--- src/rtl/shift_chain_ctrl_if.sv ---
// rtl/shift_chain_ctrl_if.sv - command handshake bundle for the shift chain sequencer
interface shift_chain_ctrl_if #(
    parameter int WIDTH = 16,
    parameter int CNT_W = 5
);
    logic             cmd_valid;
    logic             cmd_ready;
    logic [1:0]       cmd_op;
    logic [CNT_W-1:0] cmd_count;
    logic [WIDTH-1:0] cmd_data;

    modport master (
        output cmd_valid,
        output cmd_op,
        output cmd_count,
        output cmd_data,
        input  cmd_ready
    );

    modport slave (
        input  cmd_valid,
        input  cmd_op,
        input  cmd_count,
        input  cmd_data,
        output cmd_ready
    );
endinterface

--- src/rtl/shift_chain_ctrl.sv ---
// rtl/shift_chain_ctrl.sv - clear/load/multi-step shift sequencer for a WIDTH-bit chain register
module shift_chain_ctrl #(
    parameter int WIDTH = 16,
    parameter int CNT_W = 5
) (
    input  logic                    clk,
    input  logic                    rst_n,
    input  logic                    flush,
    shift_chain_ctrl_if.slave       cmd,
    input  logic                    fill_in,
    output logic [WIDTH-1:0]        chain_q,
    output logic                    busy,
    output logic                    shift_en,
    output logic                    dir,
    output logic                    done
);

    typedef enum logic [1:0] {
        S_IDLE  = 2'd0,
        S_SHIFT = 2'd1,
        S_DONE  = 2'd2
    } state_t;

    localparam logic [1:0] OP_CLEAR = 2'b00;
    localparam logic [1:0] OP_LOAD  = 2'b01;
    localparam logic [1:0] OP_SHL   = 2'b10;
    localparam logic [1:0] OP_SHR   = 2'b11;

    state_t           state;
    state_t           next_state;
    logic [CNT_W-1:0] remaining;
    logic             accept;
    logic             count_zero;
    logic             last_shift;

    // Only flush reaches cmd_ready combinationally; everything else is state decode.
    assign cmd.cmd_ready = (state == S_IDLE) & ~flush;
    assign accept        = cmd.cmd_valid & cmd.cmd_ready;
    assign count_zero    = (cmd.cmd_count == '0);
    assign last_shift    = (remaining == {{(CNT_W-1){1'b0}}, 1'b1});

    assign busy     = (state == S_SHIFT) | (state == S_DONE);
    assign shift_en = (state == S_SHIFT);
    assign done     = (state == S_DONE);

    always_ff @(posedge clk or negedge rst_n) begin
        if (!rst_n) begin
            state <= S_IDLE;
        end else begin
            state <= next_state;
        end
    end

    always_comb begin
        next_state = state;
        if (flush) begin
            next_state = S_IDLE;
        end else begin
            case (state)
                S_IDLE: begin
                    if (accept) begin
                        if ((cmd.cmd_op == OP_SHL || cmd.cmd_op == OP_SHR) && !count_zero) begin
                            next_state = S_SHIFT;
                        end else begin
                            next_state = S_DONE;
                        end
                    end
                end
                S_SHIFT: begin
                    if (last_shift) begin
                        next_state = S_DONE;
                    end
                end
                S_DONE: begin
                    next_state = S_IDLE;
                end
                default: begin
                    next_state = S_IDLE;
                end
            endcase
        end
    end

    // Chain, remaining count and direction; flush wins over any command or shift.
    always_ff @(posedge clk or negedge rst_n) begin
        if (!rst_n) begin
            chain_q   <= '0;
            remaining <= '0;
            dir       <= 1'b0;
        end else if (flush) begin
            chain_q   <= '0;
            remaining <= '0;
        end else begin
            case (state)
                S_IDLE: begin
                    if (accept) begin
                        case (cmd.cmd_op)
                            OP_CLEAR: chain_q <= '0;
                            OP_LOAD:  chain_q <= cmd.cmd_data;
                            default: begin
                                remaining <= cmd.cmd_count;
                                dir       <= cmd.cmd_op[0];
                            end
                        endcase
                    end
                end
                S_SHIFT: begin
                    if (dir) begin
                        chain_q <= {fill_in, chain_q[WIDTH-1:1]};
                    end else begin
                        chain_q <= {chain_q[WIDTH-2:0], fill_in};
                    end
                    remaining <= remaining - 1'b1;
                end
                default: begin
                    remaining <= remaining;
                end
            endcase
        end
    end

endmodule

--- src/flat_wrapper.sv ---
// flat-port wrapper written by rule: the top's interface ports become plain ports
module shift_chain_ctrl_flat 
#(
    parameter int WIDTH = 16,
    parameter int CNT_W = 5
)
  (clk, rst_n, flush, fill_in, chain_q, busy, shift_en, dir, done, cmd_cmd_valid, cmd_cmd_op, cmd_cmd_count, cmd_cmd_data, cmd_cmd_ready);
  shift_chain_ctrl_if #(.WIDTH(WIDTH), .CNT_W(CNT_W)) cmd_i ();
  input  logic clk;
  input  logic rst_n;
  input  logic flush;
  input  logic fill_in;
  output logic [WIDTH-1:0] chain_q;
  output logic busy;
  output logic shift_en;
  output logic dir;
  output logic done;
  input wire logic [$bits(cmd_i.cmd_valid)-1:0] cmd_cmd_valid;
  input wire logic [$bits(cmd_i.cmd_op)-1:0] cmd_cmd_op;
  input wire logic [$bits(cmd_i.cmd_count)-1:0] cmd_cmd_count;
  input wire logic [$bits(cmd_i.cmd_data)-1:0] cmd_cmd_data;
  output wire logic [$bits(cmd_i.cmd_ready)-1:0] cmd_cmd_ready;
  assign cmd_i.cmd_valid = cmd_cmd_valid;
  assign cmd_i.cmd_op = cmd_cmd_op;
  assign cmd_i.cmd_count = cmd_cmd_count;
  assign cmd_i.cmd_data = cmd_cmd_data;
  assign cmd_cmd_ready = cmd_i.cmd_ready;
  shift_chain_ctrl #(.WIDTH(WIDTH), .CNT_W(CNT_W)) u_core (.clk(clk), .rst_n(rst_n), .flush(flush), .cmd(cmd_i), .fill_in(fill_in), .chain_q(chain_q), .busy(busy), .shift_en(shift_en), .dir(dir), .done(done));
endmodule
--- config.mk ---
export PLATFORM = sky130hd
export DESIGN_NAME = shift_chain_ctrl_flat
export DESIGN_NICKNAME = d
export VERILOG_FILES = /design/src/rtl/shift_chain_ctrl_if.sv /design/src/rtl/shift_chain_ctrl.sv /design/src/flat_wrapper.sv
export SDC_FILE = /design/constraint.sdc
export NUM_CORES = 1
export LEC_CHECK = 0
export BUFFER_PORTS_ARGS = -buffer_cell sky130_fd_sc_hd__buf_4
export CORE_MARGIN = 10
export CORE_UTILIZATION = 45
export DETAILED_ROUTE_END_ITERATION = 16
export PLACE_DENSITY_LB_ADDON = 0.2
export SETUP_SLACK_MARGIN = 0.4
export SLEW_MARGIN = 30
export SYNTH_ARGS = -nofsm -noshare
export SYNTH_HDL_FRONTEND = slang
export SYNTH_SLANG_ARGS = --single-unit
--- constraint.sdc ---
create_clock -name clk -period 1.95 [get_ports clk]
set_input_delay 0.195 -clock clk [delete_from_list [all_inputs] [get_ports clk]]
set_output_delay 0.195 -clock clk [all_outputs]
set_load 0.05 [all_outputs]
# Word level (Yosys, flattened, before mapping)
# Index checks and enable logic that the tools add are counted.
dict set report word_totals {
  reg_bits 24
  output_inout_bits 21
  in_bits 28
}
dict set report op_classes {
  addsub 1
  n_reduce_logical 12
  bitwise_logic 5
  eq_ne 10
  muxes 14
}
# op n
set op_table {}
lappend op_table {{$pmux 16 s2} 2}
lappend op_table {{$mux 16} 3}
lappend op_table {{$mux 5} 3}
lappend op_table {{$pmux 5 s2} 1}
lappend op_table {{$mux 2} 4}
lappend op_table {{$eq 2x2->1 const B} 3}
lappend op_table {{$ne 3x2->1 const B} 2}
lappend op_table {{$reduce_and 3->1} 2}
lappend op_table {{$eq 5x1->1 const B} 1}
lappend op_table {{$logic_not 5->1} 1}
lappend op_table {{$sub 5x1->5 const B} 1}
lappend op_table {{$eq 2x1->1 const B} 2}
lappend op_table {{$logic_not 2->1} 2}
lappend op_table {{$ne 4x4->1 const B} 1}
lappend op_table {{$pmux 2 s2} 1}
lappend op_table {{$reduce_and 4->1} 1}
lappend op_table {{$ne 3x3->1 const B} 1}
lappend op_table {{$reduce_bool 3->1} 1}
lappend op_table {{$and 1x1->1} 2}
lappend op_table {{$not 1->1} 2}
lappend op_table {{$reduce_and 2->1} 1}
lappend op_table {{$reduce_or 2->1} 1}
lappend op_table {{$logic_and 1x1->1} 1}
lappend op_table {{$logic_not 1->1} 1}
lappend op_table {{2 further kinds} 2}

# Longest topological paths before layout
# Gate-level depths: netlist of run 1.
dict set report logic_depth {
  ltp_word 7
  depth_mapped 7
  mapped_depth_nobuf 5
}

# Worst setup path before layout of run 1
# No wires, ideal clock.
dict set report synth_timing {
  path_type {register -> register}
  start {register u_core.state[1]}
  end {register u_core.dir}
  arrival_ns 2.198
  period_less_slack_ns 2.323
  n_path_buf 1
  required_ns 1.825
  slack_ns -0.373
  stages_incl_launch_ff 7
  path_cell_list {dfrtp_1 -> clkbuf_2 -> clkinv_1 -> ha_1 -> nor2b_1 -> nand3_1 -> mux2_2}
}
dict set report synth_via {
  elab_chain_cells 4
}
# element line
set synth_lines {}
lappend synth_lines {{start, declared} shift_chain_ctrl.sv:29} ;# state_t state;
lappend synth_lines {{start signal, assigned} shift_chain_ctrl.sv:50} ;# state <= next_state;
lappend synth_lines {{$logic_not 2->1} shift_chain_ctrl.sv:37} ;# assign cmd.cmd_ready = (state == S_IDLE) & ~flush;
lappend synth_lines {{$and 1x1->1} shift_chain_ctrl.sv:37}
lappend synth_lines {{named net cmd_cmd_ready} flat_wrapper.sv:22} ;# output wire logic [$bits(cmd_i.cmd_ready)-1:0] cmd_cmd_ready;
lappend synth_lines {{$and 1x1->1} shift_chain_ctrl.sv:38} ;# assign accept = cmd.cmd_valid & cmd.cmd_ready;
lappend synth_lines {{$reduce_and 4->1 (no line)} -}
lappend synth_lines {{end signal, assigned} shift_chain_ctrl.sv:102} ;# dir <= cmd.cmd_op[0];
lappend synth_lines {{end, declared} shift_chain_ctrl.sv:14} ;# output logic dir,
# The timed path passes the listed nets, and every way through them passes these cells.
# A chain may end at the register's enable or synchronous reset.

# Worst setup path in the final report of run 1
dict set report layout_timing {
  start {register u_core.remaining[1]}
  end {register u_core.state[0]}
}
dict set report layout_via {
  elab_chain_cells 3
}
# element line
set layout_lines {}
lappend layout_lines {{start, declared} shift_chain_ctrl.sv:31} ;# logic [CNT_W-1:0] remaining;
lappend layout_lines {{start signal, assigned} shift_chain_ctrl.sv:101} ;# remaining <= cmd.cmd_count;
lappend layout_lines {{start signal, assigned} shift_chain_ctrl.sv:113} ;# remaining <= remaining - 1'b1;
lappend layout_lines {{start signal, assigned} shift_chain_ctrl.sv:116} ;# remaining <= remaining;
lappend layout_lines {{$eq 5x1->1} shift_chain_ctrl.sv:40} ;# assign last_shift = (remaining == {{(CNT_W-1){1'b0}}, 1'b1});
lappend layout_lines {{$ne 3x2->1 (no line)} -}
lappend layout_lines {{$reduce_and 2->1 (no line)} -}
# No other way between the ends.

==> impl_metrics.json, run 1 <==
{
  "status": "complete, no violations",
  "htree_levels": 1,
  "num_vias": 1485,
  "cts-root-buf": "clkbuf_4",
  "cts-buffers-inserted": 3,
  "n_antenna_cell": 0,
  "cts.sinks": 24,
  "drt_iter0_drc": 103,
  "drive_above_1_share_pct": 60.8,
  "fin_skew_ns": 0.00348,
  "path_class": "flop to flop",
  "async_flop_share_pct": 100,
  "cts_tree": "done",
  "ioPinCount": 49,
  "core_mm2": 0.00331,
  "area_delta_synth_final_pct": 50.3,
  "ys_seq_area_share_pct": 39.2,
  "powerDensity_mw_per_mm2": 703,
  "p_clk_share_pct": 16.4,
  "p_sw_share_pct": 38.4,
  "synth_flop_cell": "dfrtp_1",
  "syn_area_mm2": 0.00153,
  "r2r-start": "u_core.remaining[1]",
  "portBuffers": 48,
  "fin_crit_ns": 1.62,
  "cts.path.max_buffers": 2,
  "syn_nets": 174,
  "irDropWorstVdd_mv": 0.447,
  "path_delay_family": "simple AND/OR/NAND/NOR gates",
  "yosys_register_bits": 24,
  "die_y_um": 78.4,
  "antenna_found_initial": 0,
  "whs_path_depth": 2,
  "ant_nets": 0,
  "gp_congestion": 0.890,
  "combPwrFrac_pct": 44.9,
  "nets": 238,
  "grt_max_degree": 25,
  "crit_required_ns": 2.17,
  "synth_edf_count": 0,
  "rsz0062_at_grt": "yes",
  "wl_um": 4780,
  "path_clk_slew_ns": 0.14,
  "r2r_cells": 5,
  "clock.fmax_mhz": 618,
  "route.detailed.wl_per_inst_um": 19.1,
  "start_kind": "flop",
  "die_area_mm2": 0.00614,
  "clk_latency_ns": 0.31,
  "slew_headroom_pct": 70.1,
  "yosysWarnings": 0,
  "cp.depth": 5,
  "first_global_vias": 1575,
  "setup_viol": 0,
  "hp-class": "primary input to flop",
  "synth_cells": 141,
  "initial_core_util_pct": 46.3,
  "seqPwrFrac_pct": 38.7,
  "grt-ovfl-total": 0,
  "post-route-period-util_pct": 83.0,
  "dp.cells": 233,
  "holdWs_ns": 0.113,
  "num_rows": 21,
  "r2r_slack_ns": 0.33,
  "path_cells": "inv_1, ha_1, or4b_4, and3_4, o32ai_2",
  "leakage_nw": 1.01,
  "syn_area_per_cell_um2": 10.9,
  "p_int_mw": 0.998,
  "switchingPower_mw": 0.622,
  "ys_types": 43,
  "r2r-end": "u_core.state[0]",
  "grtUsageTotal_pct": 14.7,
  "first_pass_iters": 4,
  "crit_arrival_ns": 1.84,
  "dp_hpwl_um": 3290,
  "grt_first_pass_wirelength_um": 7700,
  "worst-path-buf-inv": 1,
  "maxSlewViolCount": 0,
  "die_w_um": 78.4,
  "stdcell_count": 250,
  "crit_path_max_fanout": 3,
  "critical_path.startpoint": "u_core.remaining[1]",
  "cp-end-kind": "flop",
  "vias_per_cell": 5.94,
  "max-cap-violations": 0,
  "drc": 0,
  "crit_slowest_cell": "or4b_4",
  "cpPeakStageDelay_ns": 0.47,
  "setup.worst_path.end": "u_core.state[0]",
  "fin_tns_setup_ns": 0,
  "worst_pin_slew_ns": 0.447,
  "hold_viol_final": 0
}
[timing repair]
| action | 4_1_cts | 5_1_grt |
|---|---|---|
| setup endpoints to repair | 26 | 25 |
| resized for setup | 16 | 21 |
| gates cloned | 0 | 1 |
| pin swaps | 3 | 14 |
| setup buffers | 10 | 1 |
| hold endpoints to repair | 24 | 0 |
| hold buffers | 1 | 0 |
[cells in the final DEF (no fill, tap or decap), types with 2 or more instances in the layout]
master	n
nor2_1	2
buf_6	5
or4_1	2
a21oi_1	3
a22oi_2	11
o2bb2ai_1	16
nand2_1	2
buf_8	2
dfrtp_1	22
clkbuf_4	3
a22oi_1	6
ha_4	2
mux2_2	16
inv_2	2
nor2b_1	3
dfrtp_2	2
a311oi_1	2
ha_2	2
o21ai_0	2
inv_1	5
buf_4	59
[final cells by class]
class,count,area [µm²]
multi-input combinational,100,1020
fill,267,1010
sequential,24,603
timing repair buffer,68,544
tap,46,57.6
inverter,8,42.5
clock buffer,4,36.3
[power groups by stage]
stage               logic [mW]  clock network [mW]  registers, mW
floorplan                0.386                   0          0.670
global placement         0.579                   0          0.632
detailed placement       0.594                   0          0.637
CTS                      0.675               0.270          0.624
global route             0.774               0.295          0.634
finish                   0.727               0.265          0.627
[Yosys cell counts (all sizes together) (2+ instances only)]
cell type | number | area share [%]
dfrtp | 24 | 39
buf | 7 | 2.3
a22oi | 17 | 8.3
o31a | 2 | 1.2
o2bb2ai | 16 | 9.1
nor2b | 4 | 1.6
nand3 | 2 | 0.65
ha | 5 | 4.1
o32ai | 2 | 1.6
o21ai | 3 | 0.98
a21oi | 3 | 0.98
inv | 7 | 1.7
nor3b | 2 | 1.3
clkbuf | 2 | 0.57
nor2 | 3 | 0.73
nand2 | 2 | 0.49
a311oi | 2 | 1.1
mux2 | 17 | 12
or4 | 2 | 0.98
[layer usage]
layer | GRT usage, % | vias to the layer above | wire, µm
li1 | - | 683 | -
met4 | 4.48 | 0 | 46
met3 | 3.64 | 7 | 282
met5 | 0 | - | 0
met1 | 17.3 | 740 | 1930
met2 | 25.7 | 55 | 2520
[flip-flops by register name (all words and copies together), names as in the netlist]
name	count
u_core.dir	1
u_core.remaining	5
u_core.chain_q	16
u_core.state	2
[cells by family after synthesis]
group	count (synthesis)	share of synthesized area, %
mux	17	12.5
fa+ha+maj	5	4.08
compound gates	56	29.6
flops	24	39.2
buf+inv	17	4.82
simple gates	22	9.80
[how the worst min path moves through the flow]
stage	startpoint	to	slack [ns]
after detailed placement	rst_n	u_core.chain_q[3]	0.11
after global routing	flush	u_core.remaining[0]	0.11
after CTS	flush	u_core.remaining[0]	0.10
after global placement	rst_n	u_core.chain_q[3]	0.11
final	flush	u_core.remaining[0]	0.11
after floorplan	rst_n	u_core.chain_q[0]	-0.10
[through the flow]
stage	setup slack, ns	instance area (µm²)	util, %	total power, mW
floorplan	0.344	1620	-	1.06
global placement	0.0536	2020	60.9	1.21
detailed placement	0.148	2020	61.1	1.23
CTS	0.335	2200	66.4	1.57
global route	0.266	2300	69.6	1.70
finish	0.332	2300	69.6	1.62
Note: power is estimated with default switching activity, not from simulation.
==> run 2, diff against run 1 <==
- clock period: 1.95 -> 1.3 ns (I/O delays scaled with it)
==> run 2 against run 1 <==
Against the previous run:
- the flow now finishes with violations (setup timing)
- critical path depth did not move
- largest power group unchanged
- sequential share of layout area fell by 2.4 points
- clock-buffer cell count fell by 1
- sequential power rose by 48%
- worst setup slack got worse by 0.64 ns
- largest cell class unchanged
- register-to-register slack got worse by 0.59 ns
- critical endpoint is now cmd_cmd_ready
==> impl_metrics.json, run 2 (same netlist as run 1, synthesis figures left out) <==
{
  "status": "finished with violations",
  "violations": "setup timing",
  "p_total_mw": 2.77,
  "irDropWorstVdd_mv": 0.924,
  "dp.cells": 247,
  "r2r_slack_ns": -0.26,
  "ioPinCount": 49,
  "drc": 0,
  "post-route-period-util_pct": 124,
  "dr_wl_met3_um": 400,
  "cts-root-buf": "clkbuf_4",
  "start_kind": "flop",
  "top_layer_used": "met4",
  "met1_length_um": 2140,
  "num_rows": 21,
  "largest_reg_flops": 16,
  "clk_latency_ns": 0.33,
  "antenna_found_initial": 0,
  "fin_skew_ns": 0.00429,
  "first_global_vias": 1735,
  "ant_nets": 0,
  "area_delta_synth_final_pct": 66.8,
  "layout_commonest_cell": "buf_4",
  "die_area_mm2": 0.00614,
  "fillerInstances": 202,
  "rsz0062_at_grt": "yes",
  "portBuffers": 48,
  "final_util_pct": 77.2,
  "cts_tree": "done",
  "path_clk_slew_ns": 0.14,
  "worst_pin_slew_ns": 0.454,
  "nets": 255,
  "htree_levels": 1,
  "route.detailed.wl_per_inst_um": 20.7,
  "stdcell_count": 267,
  "setup_viol": 28,
  "grt_max_degree": 25,
  "cp-end-kind": "output pin",
  "reg_top3": "u_core.chain_q (16), u_core.remaining (5), u_core.state (2)",
  "clock.fmax_mhz": 620,
  "drive_above_1_share_pct": 65.2,
  "grtUsageTotal_pct": 17.4,
  "place_area_mm2": 0.00214,
  "slew_headroom_pct": 69.6,
  "crit_arrival_ns": 1.48,
  "layout_common_cells": "buf_4 (55), buf_6 (25), dfrtp_1 (21)",
  "leakage_nw": 1.12,
  "hold_viol_final": 0,
  "path_class": "flop to output pin",
  "maxSlewViolCount": 0,
  "num_vias": 1602,
  "met2WireLength_um": 2850,
  "postLayoutCellArea_mm2": 0.00256,
  "cts.path.max_buffers": 2,
  "wl_um": 5510,
  "die_w_um": 78.4,
  "crit_required_ns": 1.17,
  "grt_first_pass_wirelength_um": 8730,
  "holdWs_ns": 0.0382,
  "vias_per_cell": 6.00,
  "setup_slack_ns": -0.313,
  "core_mm2": 0.00331,
  "initial_core_util_pct": 46.3,
  "fin_crit_ns": 1.61,
  "powerDensity_mw_per_mm2": 1080,
  "n_antenna_cell": 0,
  "cts-buffers-inserted": 3,
  "cts.sinks": 24,
  "max-cap-violations": 0,
  "pre_cts_ws_ns": -0.361,
  "hp-class": "primary input to flop",
  "fin_tns_setup_ns": -5.59,
  "first_pass_iters": 4,
  "largest_register": "u_core.chain_q",
  "dp_hpwl_um": 3540,
  "die_y_um": 78.4,
  "drt_iter0_drc": 115,
  "grt-ovfl-total": 0,
  "gp_congestion": 0.885,
  "crit_path_max_fanout": 3
}
run 2: layout make-up:
| type | instances | area (µm²) | share of cell area (%) |
|---|---|---|---|
| timing repair buffer | 85 | 769 | 30.1 |
| inverter | 8 | 45.0 | 1.76 |
| sequential | 24 | 607 | 23.7 |
| clock buffer | 3 | 22.5 | 0.881 |
| multi-input combinational | 100 | 1020 | 40.1 |
| clock inverter | 1 | 30.0 | 1.17 |
| tap | 46 | 57.6 | 2.25 |
run 2: worst paths after layout:
kind	end	startpoint	cells after the start
max	cmd_cmd_ready	u_core.state[1]	5
min	u_core.dir	cmd_cmd_op[0]	2
max reg2reg	u_core.state[0]	u_core.remaining[1]	5
min reg2reg	u_core.chain_q[6]	u_core.chain_q[6]	1
max in group asynchronous	u_core.dir	rst_n	2
min in group asynchronous	u_core.chain_q[7]	rst_n	2
run 2: power breakdown:
group,internal (mW),leakage [nW],total (mW),switching [mW]
Sequential,0.819,0.321,0.927,0.108
Combinational,0.617,0.771,1.28,0.667
Clock,0.312,0.0279,0.562,0.249
Total,1.75,1.12,2.77,1.02
run 2: timing repair:
action,in CTS,in global routing
setup buffers,14,1
pin swaps,7,1
resized for setup,59,4
hold buffers,1,0
setup endpoints to repair,45,45
hold endpoints to repair,24,0
run 2: routing by layer:
layer,vias up,GRT usage (%)
met2,74,31.5
met3,18,5.81
met4,0,4.12
met1,787,19.0
met5,-,0
li1,723,-
run 2: worst max-delay path, cell delays in order (launching register included):
cell,delay [ns]
dfrtp_2,0.48
clkinv_8,0.07
ha_4,0.13
buf_6,0.10
nor2b_4,0.20
buf_8,0.17
==> run 3, diff against run 2 <==
- CELL_PAD_IN_SITES_DETAIL_PLACEMENT: default -> 2
- CELL_PAD_IN_SITES_GLOBAL_PLACEMENT: default -> 2
- CORE_UTILIZATION: 45 -> 28
==> run 3 against run 2 <==
Against the previous run:
- the flow now stops in global routing (5_1_grt)
- synthesized cell count did not move
- synthesized area did not move
==> impl_metrics.json, run 3 <==
{
  "status": "aborted with a tool error",
  "failed_stage": "global routing (5_1_grt)",
  "error": "[ERROR DPL-0033] detailed placement checks failed during check placement.",
  "synth_xor_area_share_pct": 0,
  "cts-buffers-inserted": 3,
  "synth_top_family_by_area": "compound AO/OA/AOI/OAI gates",
  "synth_compound_area_share_pct": 29.6,
  "synth.most_common_cell": "dfrtp_1",
  "cts-root-buf": "clkbuf_8",
  "worst_path_end_type": "register input",
  "cts.path.max_buffers": 2,
  "async_flop_share_pct": 100,
  "syn_area_mm2": 0.00153,
  "grt_max_degree": 25,
  "synth_cells": 141,
  "htree_levels": 1,
  "initial_core_util_pct": 29.4,
  "gp_congestion": 0.855,
  "syn_area_per_cell_um2": 10.9,
  "ys_types": 43,
  "synth_edf_count": 0,
  "yosysTopAreaCell": "dfrtp_1",
  "synth.area.mux_share_pct": 12.5,
  "synthTopCellsByArea": "dfrtp_1 (39%), mux2_2 (12%), o2bb2ai_1 (9.1%)",
  "ioPinCount": 49,
  "synth_flop_cell": "dfrtp_1",
  "dp_hpwl_um": 4480,
  "synth_fa_ha_area_share_pct": 4.08,
  "cts.sinks": 24,
  "die_y_um": 94.0,
  "yosysWarnings": 0,
  "yosys.area_share.simple_pct": 9.80,
  "portBuffers": 48,
  "syn_nets": 174,
  "ys_top_cells_by_count": "dfrtp_1 (24), a22oi_1 (17), mux2_2 (17), o2bb2ai_1 (16)",
  "antenna_found_initial": 1,
  "grt_worst_setup_endpoint": "u_core.state[0]$_DFFE_PN0P_/D",
  "ys_seq_area_share_pct": 39.2,
  "synth_top_cell_area_share_pct": 39.2,
  "yosys_register_bits": 24,
  "die_w_um": 94.0,
  "num_rows": 26,
  "place_area_mm2": 0.00220
}
-- run 3: kinds of logic after synthesis --
family | after synthesis
AOI/OAI and AO/OA | 56
DFF | 24
and+or+nand+nor | 22
buffers and inverters | 17
muxes | 17
adders and majority gates | 5
-- run 3: what timing repair did --
item                       CTS
setup endpoints to repair   45
buffers inserted            19
resized for setup           70
hold endpoints to repair    24
hold buffers                 1
pin swaps                   10
-- run 3: per-stage QoR --
stage | util, % | instances | worst slack, ns | setup TNS (ns)
2_1_floorplan | - | 141 | -0.304 | -4.64
3_3_place_gp | 42.2 | 273 | -0.358 | -5.87
3_5_place_dp | 42.2 | 273 | -0.428 | -8.15
4_1_cts | 52.7 | 297 | -0.308 | -5.42
==> run 4, diff against run 3 <==
- CELL_PAD_IN_SITES_DETAIL_PLACEMENT: 2 -> default
- CELL_PAD_IN_SITES_GLOBAL_PLACEMENT: 2 -> default
- CORE_UTILIZATION: 28 -> 40
- PLACE_DENSITY_LB_ADDON: 0.2 -> 0.15
- SETUP_SLACK_MARGIN: 0.4 -> default
- clock period: 1.3 -> 1.7 ns (I/O delays scaled with it)
==> run 4 against run 3 <==
Against the previous run:
- the flow now finishes without violations
==> impl_metrics.json, run 4 (same netlist as run 1, synthesis figures left out) <==
{
  "nets": 231,
  "leakage_nw": 0.964,
  "ant_nets": 0,
  "portBuffers": 48,
  "vias_per_cell": 5.75,
  "status": "complete, no violations",
  "gp_congestion": 0.820,
  "die_y_um": 81.9,
  "htree_levels": 1,
  "grt-ovfl-total": 0,
  "worst_pin_slew_ns": 0.661,
  "multi_input_area_um2": 922,
  "worst-path-buf-inv": 1,
  "fin_crit_ns": 1.65,
  "path_delay_family": "simple AND/OR/NAND/NOR gates",
  "post-route-period-util_pct": 97.3,
  "combPwrFrac_pct": 37.5,
  "drive_above_1_share_pct": 50.8,
  "grt_first_pass_wirelength_um": 7070,
  "pre_cts_ws_ns": 0.0173,
  "fillerInstances": 346,
  "layout_common_cells": "buf_4 (59), dfrtp_1 (23), mux2_2 (17), a22oi_1 (17), o2bb2ai_1 (16)",
  "crit_path_max_fanout": 5,
  "hp-class": "primary input to flop",
  "dp_hpwl_um": 3290,
  "hold_viol_final": 0,
  "regArea_um2": 602,
  "die_area_mm2": 0.00671,
  "drc": 0,
  "num_rows": 22,
  "num_vias": 1408,
  "largest_register": "u_core.chain_q",
  "n_antenna_cell": 0,
  "largest_reg_flops": 16,
  "clock.fmax_mhz": 605,
  "cts-buffers-inserted": 3,
  "area_delta_synth_final_pct": 40.6,
  "setup_slack_ns": 0.0461,
  "rsz0062_at_grt": "yes",
  "initial_core_util_pct": 41.6,
  "p_total_mw": 1.94,
  "grt_max_degree": 25,
  "irDropWorstVdd_mv": 0.474,
  "cts-root-buf": "clkbuf_8",
  "die_w_um": 81.9,
  "antenna_found_initial": 0,
  "p_sw_share_pct": 34.7,
  "path_class": "flop to flop",
  "clk_latency_ns": 0.26,
  "route.detailed.wl_per_inst_um": 18.3,
  "path_cells": "buf_4, ha_1, or4b_4, and3_4, o32ai_2",
  "core_mm2": 0.00369,
  "cpPeakStageDelay_ns": 0.48,
  "cp-end-kind": "flop",
  "wl_um": 4490,
  "first_global_vias": 1358,
  "first_pass_iters": 4,
  "grtUsageTotal_pct": 13.0,
  "max-cap-violations": 0,
  "p_clk_share_pct": 25.7,
  "seqPwrFrac_pct": 36.8,
  "cts_tree": "done",
  "crit_arrival_ns": 1.83,
  "cts.path.max_buffers": 2,
  "crit_slowest_cell": "or4b_4",
  "start_kind": "flop",
  "switchingPower_mw": 0.672,
  "crit_required_ns": 1.87,
  "p_int_mw": 1.26,
  "slew_headroom_pct": 55.9,
  "cts.sinks": 24,
  "reg_top3": "u_core.chain_q (16), u_core.remaining (5), u_core.state (2)",
  "fin_skew_ns": 0.00186,
  "drt_iter0_drc": 87,
  "ioPinCount": 49,
  "layout_commonest_cell": "buf_4",
  "powerDensity_mw_per_mm2": 898,
  "maxSlewViolCount": 0,
  "setup_viol": 0,
  "path_clk_slew_ns": 0.09
}
## run 4: metrics by stage
| stage | cell area (µm²) | setup TNS (ns) | hold WS (ns) | util, % | std cells |
|---|---|---|---|---|---|
| 2_1_floorplan | 1570 | -0.00140 | -0.126 | - | 141 |
| 3_3_place_gp | 2010 | -1.60 | 0.0887 | 54.5 | 236 |
| 3_5_place_dp | 2010 | 0 | 0.0926 | 54.5 | 236 |
| 4_1_cts | 2100 | 0 | 0.140 | 57.0 | 242 |
| 5_1_grt | 2150 | -0.00768 | 0.145 | 58.4 | 245 |
| 6_report | 2150 | 0 | 0.145 | 58.4 | 245 |
## run 4: per-layer routing
| layer | share of wire, % | up-vias | global-route usage (%) | routed length (µm) |
|---|---|---|---|---|
| li1 | - | 675 | - | - |
| met1 | 40 | 681 | 15.7 | 1820 |
| met2 | 52 | 50 | 23.0 | 2330 |
| met3 | 7.1 | 2 | 2.95 | 318 |
| met4 | 0.47 | 0 | 2.55 | 21 |
| met5 | 0 | - | 0 | 0 |
## run 4: power by group through the flow
stage	clock (mW)	combinational [mW]	sequential, mW
after floorplan	0	0.407	0.768
after global routing	0.540	0.778	0.723
after global placement	0	0.668	0.721
final	0.498	0.726	0.711
after detailed placement	0	0.679	0.724
after CTS	0.507	0.687	0.712
## run 4: path summary, 6_finish.rpt
kind | startpoint | end | slack [ns] | cells past startpoint
setup reg to reg | u_core.remaining[0] | u_core.state[0] | 0.05 | 5
setup / recovery | u_core.remaining[0] | u_core.state[0] | 0.05 | 5
max in group asynchronous | rst_n | u_core.dir | 1.09 | 2
hold / removal | cmd_cmd_op[0] | u_core.dir | 0.14 | 2
min in group asynchronous | rst_n | u_core.chain_q[4] | 0.34 | 2
hold reg to reg | u_core.chain_q[15] | u_core.chain_q[15] | 0.54 | 1
## run 4: what timing repair did
action,CTS,global route
endpoints found under the setup margin,1,10
hold endpoints to repair,24,0
resized for setup,0,9
hold buffers,1,0
setup buffers,1,3
pin swaps,0,2
## run 4: area by class of cell
cell class / instances / share of cell area (%)
Clock buffer: 3 / 1.92
Clock inverter: 1 / 1.39
Inverter: 8 / 1.63
Multi-Input combinational cell: 100 / 42.8
Sequential cell: 24 / 27.9
Tap cell: 48 / 2.79
Timing Repair Buffer: 61 / 21.5
